===== config.mk =====
export PLATFORM = sky130hd
export DESIGN_NAME = miner_work_ctrl
export DESIGN_NICKNAME = d
export VERILOG_FILES = /design/src/rtl/miner_work_ctrl.sv
export SDC_FILE = /design/constraint.sdc
export NUM_CORES = 2
export LEC_CHECK = 0
export BUFFER_PORTS_ARGS = -buffer_cell sky130_fd_sc_hd__buf_2
export CORE_AREA = 2 2 394 396
export DETAILED_ROUTE_END_ITERATION = 16
export DIE_AREA = 0 0 396 398
export MAX_ROUTING_LAYER = met4
export PLACE_DENSITY_LB_ADDON = 0.25
export SLEW_MARGIN = 10
export SYNTH_ARGS = -nofsm -noshare
export SYNTH_HDL_FRONTEND = slang
export SYNTH_SLANG_ARGS = --single-unit

===== constraint.sdc =====
create_clock -name hash_clk -period 47.1 [get_ports hash_clk]
set_clock_uncertainty 0.15 [all_clocks]
set_input_delay 7.065 -clock hash_clk [delete_from_list [all_inputs] [get_ports hash_clk]]
set_output_delay 7.065 -clock hash_clk [all_outputs]
set_load 0.01 [all_outputs]

===== src/rtl/miner_work_ctrl.sv =====
`default_nettype none
// ============================================================================
// Module   : miner_work_ctrl
// Purpose  : Job sequencer for a bank of SHA-256 hasher chains. It latches a
//            job (midstate + 96-bit header tail) and hands each core a fresh
//            nonce once per issue slot. It tracks which results in flight
//            belong to the current job and queues golden nonces, which are
//            hashes whose top word is zero, in a small FWFT FIFO.
// Ports    : hash_clk        - sole clock, rising edge
//            reset           - asynchronous, active-high
//            work_valid/ready/midstate/data - job offer handshake
//            core_state      - registered midstate broadcast to all cores
//            core_data       - per-core {nonce, data96}, core k in slice k
//            core_cnt/core_feedback - shared loop round counter / flag
//            core_hash_hi    - top word of each core's second hash
//            gn_valid/ready/nonce - golden-nonce FIFO read port
//            job_busy        - job running or draining
//            gn_overflow     - sticky: a golden nonce was dropped
// Revision : 1.0 - initial release
// ============================================================================
module miner_work_ctrl #(
  parameter int NUM_CORES    = 2,
  parameter int LOOP_LOG2    = 1,
  parameter int HASH_LATENCY = 132,
  parameter int GN_DEPTH     = 8
) (
  input  logic                      hash_clk,
  input  logic                      reset,
  input  logic                      work_valid,
  output logic                      work_ready,
  input  logic [255:0]              work_midstate,
  input  logic [95:0]               work_data,
  output logic [255:0]              core_state,
  output logic [128*NUM_CORES-1:0]  core_data,
  output logic [5:0]                core_cnt,
  output logic                      core_feedback,
  input  logic [32*NUM_CORES-1:0]   core_hash_hi,
  output logic                      gn_valid,
  input  logic                      gn_ready,
  output logic [31:0]               gn_nonce,
  output logic                      job_busy,
  output logic                      gn_overflow
);

  localparam int          c_LOOP     = 1 << LOOP_LOG2;
  localparam logic [5:0]  c_LAST_CNT = 6'(c_LOOP - 1);
  localparam logic [31:0] c_NC       = 32'(NUM_CORES);
  // Last nonce base: the largest multiple of NUM_CORES not above 2^32-NUM_CORES,
  // so the final slot never wraps past 32'hFFFFFFFF.
  localparam logic [63:0] c_SPAN     = 64'h1_0000_0000 - 64'(NUM_CORES);
  localparam logic [63:0] c_TERM64   = (c_SPAN / 64'(NUM_CORES)) * 64'(NUM_CORES);
  localparam logic [31:0] c_TERM_NB  = c_TERM64[31:0];
  localparam int          c_AW       = $clog2(GN_DEPTH);
  localparam int          c_DW       = $clog2(HASH_LATENCY + 1);
  localparam logic [c_AW:0]   c_PTR_ONE   = (c_AW + 1)'(1);
  localparam logic [c_DW-1:0] c_DRAIN_ONE = c_DW'(1);
  localparam logic [c_DW-1:0] c_DRAIN_TOP = c_DW'(HASH_LATENCY - 1);

  typedef enum logic [1:0] {
    S_IDLE  = 2'd0,
    S_RUN   = 2'd1,
    S_DRAIN = 2'd2
  } state_t;

  state_t                     r_state;
  state_t                     w_state_nxt;
  logic [31:0]                r_nb;
  logic [31:0]                w_nb_nxt;
  logic [31:0]                r_chk_nb;
  logic [95:0]                r_data96;
  logic [5:0]                 r_cnt;
  logic [c_DW-1:0]            r_drain;
  logic [HASH_LATENCY-1:0]    r_vline;
  logic [HASH_LATENCY-1:0]    w_vline_shift;
  logic [255:0]               r_core_state;
  logic [128*NUM_CORES-1:0]   r_core_data;
  logic [128*NUM_CORES-1:0]   w_core_data_cand;
  logic [31:0]                r_mem [GN_DEPTH];
  logic [c_AW:0]              r_wr_ptr;
  logic [c_AW:0]              r_rd_ptr;
  logic                       r_ovf;

  logic                       w_accept;
  logic                       w_issue;
  logic                       w_last_slot;
  logic                       w_drain_done;
  logic                       w_line_out;
  logic [NUM_CORES-1:0]       w_hit;
  logic [NUM_CORES-1:0]       w_hit_m1;
  logic                       w_hit_any;
  logic                       w_multi;
  logic [31:0]                w_hit_idx;
  logic [31:0]                w_push_nonce;
  logic                       w_empty;
  logic                       w_full;
  logic                       w_pop;
  logic                       w_push;

  assign work_ready   = ~reset;
  assign w_accept     = work_valid & work_ready;
  // An accepting cycle never issues for the outgoing job.
  assign w_issue      = (r_state == S_RUN) && (r_cnt == 6'd0) && !w_accept;
  assign w_last_slot  = w_issue && (r_nb == c_TERM_NB);
  assign w_drain_done = (r_state == S_DRAIN) && (r_drain == '0);
  assign w_nb_nxt     = w_accept ? 32'h0 : (w_issue ? r_nb + c_NC : r_nb);

  // ---------------------------------------------------------------- FSM
  always_ff @(posedge hash_clk or posedge reset) begin
    if (reset) begin
      r_state <= S_IDLE;
    end else begin
      r_state <= w_state_nxt;
    end
  end

  always_comb begin
    w_state_nxt = r_state;
    job_busy    = (r_state != S_IDLE);
    if (w_accept) begin
      w_state_nxt = S_RUN;
    end else begin
      case (r_state)
        S_RUN:   if (w_last_slot)  w_state_nxt = S_DRAIN;
        S_DRAIN: if (w_drain_done) w_state_nxt = S_IDLE;
        default: w_state_nxt = r_state;
      endcase
    end
  end

  // ------------------------------------------------------- valid shift line
  generate
    if (HASH_LATENCY == 1) begin : g_vline_one
      assign w_vline_shift = w_issue;
    end else begin : g_vline_deep
      assign w_vline_shift = {r_vline[HASH_LATENCY-2:0], w_issue};
    end
  endgenerate

  assign w_line_out = r_vline[HASH_LATENCY-1];

  // ------------------------------------------------ per-core data and hits
  always_comb begin
    w_core_data_cand = '0;
    w_hit            = '0;
    w_hit_idx        = 32'h0;
    for (int k = 0; k < NUM_CORES; k++) begin
      w_core_data_cand[128*k +: 128] = {r_nb + 32'(k), r_data96};
      w_hit[k] = w_line_out && (core_hash_hi[32*k +: 32] == 32'h0);
    end
    // Descending scan so the lowest-numbered hitting core wins.
    for (int k = NUM_CORES - 1; k >= 0; k--) begin
      if (w_hit[k]) w_hit_idx = 32'(k);
    end
  end

  assign w_hit_any    = |w_hit;
  // Clearing the lowest set bit leaves something only if two or more cores hit.
  assign w_hit_m1     = w_hit - NUM_CORES'(1);
  assign w_multi      = |(w_hit & w_hit_m1);
  assign w_push_nonce = r_chk_nb + w_hit_idx;

  // ------------------------------------------------------- golden FIFO
  assign w_empty  = (r_wr_ptr == r_rd_ptr);
  assign w_full   = (r_wr_ptr[c_AW] != r_rd_ptr[c_AW]) &&
                    (r_wr_ptr[c_AW-1:0] == r_rd_ptr[c_AW-1:0]);
  assign w_pop    = !w_empty && gn_ready;
  assign w_push   = w_hit_any && (!w_full || w_pop);
  assign gn_valid = !w_empty;
  assign gn_nonce = w_empty ? 32'h0 : r_mem[r_rd_ptr[c_AW-1:0]];

  always_ff @(posedge hash_clk) begin
    if (w_push) r_mem[r_wr_ptr[c_AW-1:0]] <= w_push_nonce;
  end

  // ------------------------------------------------------- datapath
  always_ff @(posedge hash_clk or posedge reset) begin
    if (reset) begin
      r_nb         <= 32'h0;
      r_chk_nb     <= 32'h0;
      r_data96     <= 96'h0;
      r_cnt        <= 6'd0;
      r_drain      <= '0;
      r_vline      <= '0;
      r_core_state <= 256'h0;
      r_core_data  <= '0;
      r_wr_ptr     <= '0;
      r_rd_ptr     <= '0;
      r_ovf        <= 1'b0;
    end else begin
      // Written every cycle so the nonce base always reloads from itself.
      r_nb <= w_nb_nxt;

      if (w_accept) begin
        r_core_state <= work_midstate;
        r_data96     <= work_data;
      end

      if (w_accept || r_state == S_IDLE || w_drain_done || r_cnt == c_LAST_CNT) begin
        r_cnt <= 6'd0;
      end else begin
        r_cnt <= r_cnt + 6'd1;
      end

      if (w_last_slot) begin
        r_drain <= c_DRAIN_TOP;
      end else if (r_state == S_DRAIN && r_drain != '0) begin
        r_drain <= r_drain - c_DRAIN_ONE;
      end

      if (w_issue) r_core_data <= w_core_data_cand;

      // Preemption flushes everything in flight for the old job.
      r_vline <= w_accept ? '0 : w_vline_shift;

      // Results leave the line in issue order, so a counter stepping once per
      // checked result recovers the nonce base of the slot being checked.
      if (w_accept) begin
        r_chk_nb <= 32'h0;
      end else if (w_line_out) begin
        r_chk_nb <= r_chk_nb + c_NC;
      end

      if (w_push) r_wr_ptr <= r_wr_ptr + c_PTR_ONE;
      if (w_pop)  r_rd_ptr <= r_rd_ptr + c_PTR_ONE;

      if (w_multi || (w_hit_any && !w_push)) r_ovf <= 1'b1;
    end
  end

  assign core_state    = r_core_state;
  assign core_data     = r_core_data;
  assign core_cnt      = r_cnt;
  assign core_feedback = (r_cnt != 6'd0);
  assign gn_overflow   = r_ovf;

endmodule
`default_nettype wire


-- Word-level counts from Yosys, hierarchy flattened
Memories as Yosys holds them, arrays and structs flattened.
Cells that the tools add are included.
- equality and inequality tests: 9
- reduce and logical (&&, ||, !) cells: 35
- bitwise gates (word level): 3
- muxes and demuxes: 17
- add/sub/neg operators: 9
- operators with widths (cell ; number):
    $mux W32 ; 6
    $mux W132 ; 1
    $add A32 B2 Y32 const B ; 2
    $logic_not A32 Y1 ; 2
    $add A32 B1 Y32 const B ; 1
    $add A32 B32 Y32 ; 1
    $eq A32 B32 Y1 const B ; 1
    $mux W8 ; 2
    $logic_and A1 B1 Y1 ; 11
    $add A4 B1 Y4 const B ; 2
    $logic_not A8 Y1 ; 1
    $reduce_bool A2 Y1 ; 4
    $reduce_bool A8 Y1 ; 1
    $sub A8 B1 Y8 const B ; 1
    $add A6 B1 Y6 const B ; 1
    $eq A6 B1 Y1 const B ; 1
    $logic_not A6 Y1 ; 1
    $mux W2 ; 3
    $mux W6 ; 1
    $ne A3 B3 Y1 const B ; 2
    $reduce_bool A6 Y1 ; 1
    $logic_or A1 B1 Y1 ; 5
    $eq A4 B4 Y1 ; 1
    $logic_not A1 Y1 ; 4
    other kinds (14) ; 17
- memory bits (writable): 256
- bits of input ports: 420
- flip-flop bits (word level): 829
- memories: 1
- word-level logic and storage cells: 86
- memory list (name ; words ; width ; read ports ; clocked after memory_dff ; write ports ; RTL line ; text):
    r_mem ; 8 ; 32 ; 1 ; 0 ; 1 ; 78 ; logic [31:0] r_mem [GN_DEPTH];

-- Logic depth before layout (Yosys ltp)
- depth after elaboration: 8
- mapped depth: 9
- depth with buffers taken out: 8

-- Worst setup path after synthesis
No wires, ideal clock.
- kind: input -> output
- start: in reset
- end: out work_ready
- data arrival time: 22050 ps
- stages: 1
- slack: 17835 ps
- cell sequence: inv_1
- word-level cells in the longest chain between the ends: 1
- ends and longest elaborated chain (item ; RTL line ; text):
    start, declared ; 28 ; input logic reset,
    $not A1 Y1 ; 99 ; assign work_ready = ~reset;
    end, declared ; 30 ; output logic work_ready,
No other way between the ends.

-- Worst setup path after layout
Ends and elaborated chain as after synthesis.

==> out/metrics.cfg <==
[status]
outcome=complete, no violations

[critical_path]
cp_num_buf_inv=3
cp_common_cell=buf_2
critPathArrivalTime_ns=7.91
path_cells=buf_2 -> inv_8 -> buf_2
worstPathMaxFanout=69
r2r_start=r_vline[131]
critPathRequiredTime_ns=39.88
cpPeakStageDelay_ns=0.43
regToRegEndpoint=r_mem[4][18]
crit_slowest_cell=inv_8
reg2reg_depth=6
worstSetupPathType=primary input to output pin
critical-path-top-delay-family=buffers and inverters
r2r_setup_slack_ns=42.90
critPathCaptureType=output pin
crit_path_start_kind=primary input

[detailed_routing]
vias=28000
drcViolationCount=0
avgRoutedWirePerCell_um=25.2
vias_per_cell=4.35
finalWirelength_um=162000
antenna_left=0
firstDrtPassIters=5
drtIter0Drc=2234

[floorplan]
core-area_um2=153000
die_area_um2=158000
fp.dieH_um=398
start_util_pct=24.9
io-pin-count=975
chipWidth_um=396
placementRows=144

[min_path]
hold_path.class=register to register
worstHoldStart=r_vline[76]
hold_end=r_vline[77]
hold_depth=1

[clock_tree]
cts_hold_repair.buffers=0
post_cts_buffers=0
htreeDepth=3
clk_latency_ns=0.75
cts_resized=0
cts_buffers=111
path_clk_slew_ns=0.06
root_buffer=clkbuf_16
clockBufferDepth=3
cts_num_sinks=984
cts_tree=yes

[timing]
rsz0062_at_grt=false
setup_tns_ns=0
worst_pin_slew_ns=1.15
period_share_pct=32.1
timing.slew.headroom_pct=23.1
min_period_ns=15.13
hold_viol=0
max_freq_mhz=66.1
setup_ws_ns=31.97
slew_viol_final=0
setup_viol=0

[place]
place_inst=6190
dpl-instance-area_um2=44400
pre_cts_ws_ns=31.94
port_buffers=973
hpwl_um=119000
gp_congestion=1.05

[pwr]
ir_drop_mv=0.0423
p_per_area_nw_per_um2=49.0
leakage_nw=24.0

[grt]
grt_usage_pct=20.7
grt_pass1_wl_um=222000
grt_pass1_vias=27800
antenna_found_initial=63
grt_max_degree=186
grt-ovfl-total=0

[synthesis]
synth_nets=3853
synth_seq_cells=984
synth_ff_type=dfrtp_1
async_reset_ff_share_pct=74.0
synth_cell_type_count=48
post_synth.cell_area_avg_um2=11.1
yosysSeqAreaShare_pct=68.0
synthCells=3425
syn_area_um2=38100
synth_edf_count=256
synth_warnings=0

[layout]
final_cell_mix=nand2_1, buf_2, dfrtp_1
finalNetCount=4687
final_common_cell=nand2_1
fin_area_um2=48400
area_growth_pct=27.1
final_cells=6451
drive_above_1_share_pct=29.7
nFillCells=15900

[job]
max_cap_violations=0

[power breakdown]
part           internal [mW]  total [mW]  switching [mW]
clock                  0.542       0.921           0.379
sequential             0.954        1.04          0.0824
combinational          0.129       0.417           0.288
total                   1.62        2.37           0.750
[through the flow]
stage                     hold slack (ns)  utilization (%)  power, mW
after floorplan                     0.289                -       1.27
after global placement              0.293             29.0       1.47
after detailed placement            0.296             29.0       1.47
after CTS                           0.299             31.5       2.40
after global routing                0.324             31.6       2.48
final                               0.304             31.6       2.37
[cell usage after synthesis (13+ instances only)]
library cell | number | area share [%]
nand3_1 | 22 | 0.29
nor2b_1 | 134 | 2.2
nor4_1 | 28 | 0.46
o21ai_0 | 15 | 0.20
nand2_1 | 1528 | 15
buf_1 | 21 | 0.21
edfxtp_1 | 256 | 20
nand4_1 | 20 | 0.33
buf_2 | 17 | 0.22
mux4_2 | 64 | 3.8
dfrtp_1 | 728 | 48
nor2_1 | 99 | 0.97
or3_1 | 13 | 0.21
a21oi_1 | 22 | 0.29
mux2i_1 | 35 | 0.92
nor3_1 | 17 | 0.22
buf_4 | 99 | 1.9
xnor2_1 | 39 | 0.90
inv_1 | 25 | 0.25
clkbuf_1 | 152 | 1.5
xor2_1 | 20 | 0.46
[cell families after synthesis]
group                    after synthesis  share of synthesized area (%)
AO/OA/AOI/OAI                         55                          0.860
XOR/XNOR                              59                           1.36
adder cells (fa/ha/maj)                8                          0.263
buffers and inverters                316                           4.18
flip-flops                           984                           68.0
multiplexers                         101                           4.76
other                                  1                        0.00984
AND/OR/NAND/NOR                     1901                           20.6
[sequential cells by signal (all words and copies together) (netlist names), 4 cells and up]
name        cells
core_cnt        6
core_state    256
core_data     157
r_nb           31
r_wr_ptr        4
r_mem         256
r_rd_ptr        4
r_drain         8
r_chk_nb       31
r_data96       96
r_vline       132
[per-layer routing]
metal  part of all wire, %  up-vias  GRT usage (%)  wire length [um]
met3                   9.2      298           7.67             14900
met1                    38    14100           23.2             61300
met4                   6.2        0           11.8             10000
met5                     0        -              -                 0
li1                      -    12600              -                 -
met2                    47     1006           31.9             76100
[worst max path at each step]
stage | depth (start not counted) | from | endpoint | slack, ns
after floorplan | 1 | reset | work_ready | 17.84
after global placement | 3 | reset | work_ready | 31.95
after detailed placement | 3 | reset | work_ready | 31.94
after CTS | 3 | reset | work_ready | 31.94
after global routing | 3 | reset | work_ready | 31.89
final | 3 | reset | work_ready | 31.97
[final cells by class]
| cell class | count | area (um^2) | area share, % |
|---|---|---|---|
| Tap cell | 2044 | 2560 | 5.28 |
| Timing Repair Buffer | 1012 | 5190 | 10.7 |
| Clock inverter | 45 | 644 | 1.33 |
| Antenna cell | 53 | 133 | 0.274 |
| Clock buffer | 163 | 3220 | 6.65 |
| Multi-Input combinational cell | 2125 | 10700 | 22.1 |
| Inverter | 25 | 106 | 0.220 |
| Sequential cell | 984 | 25900 | 53.5 |
Note: power is estimated with default switching activity, not from simulation.
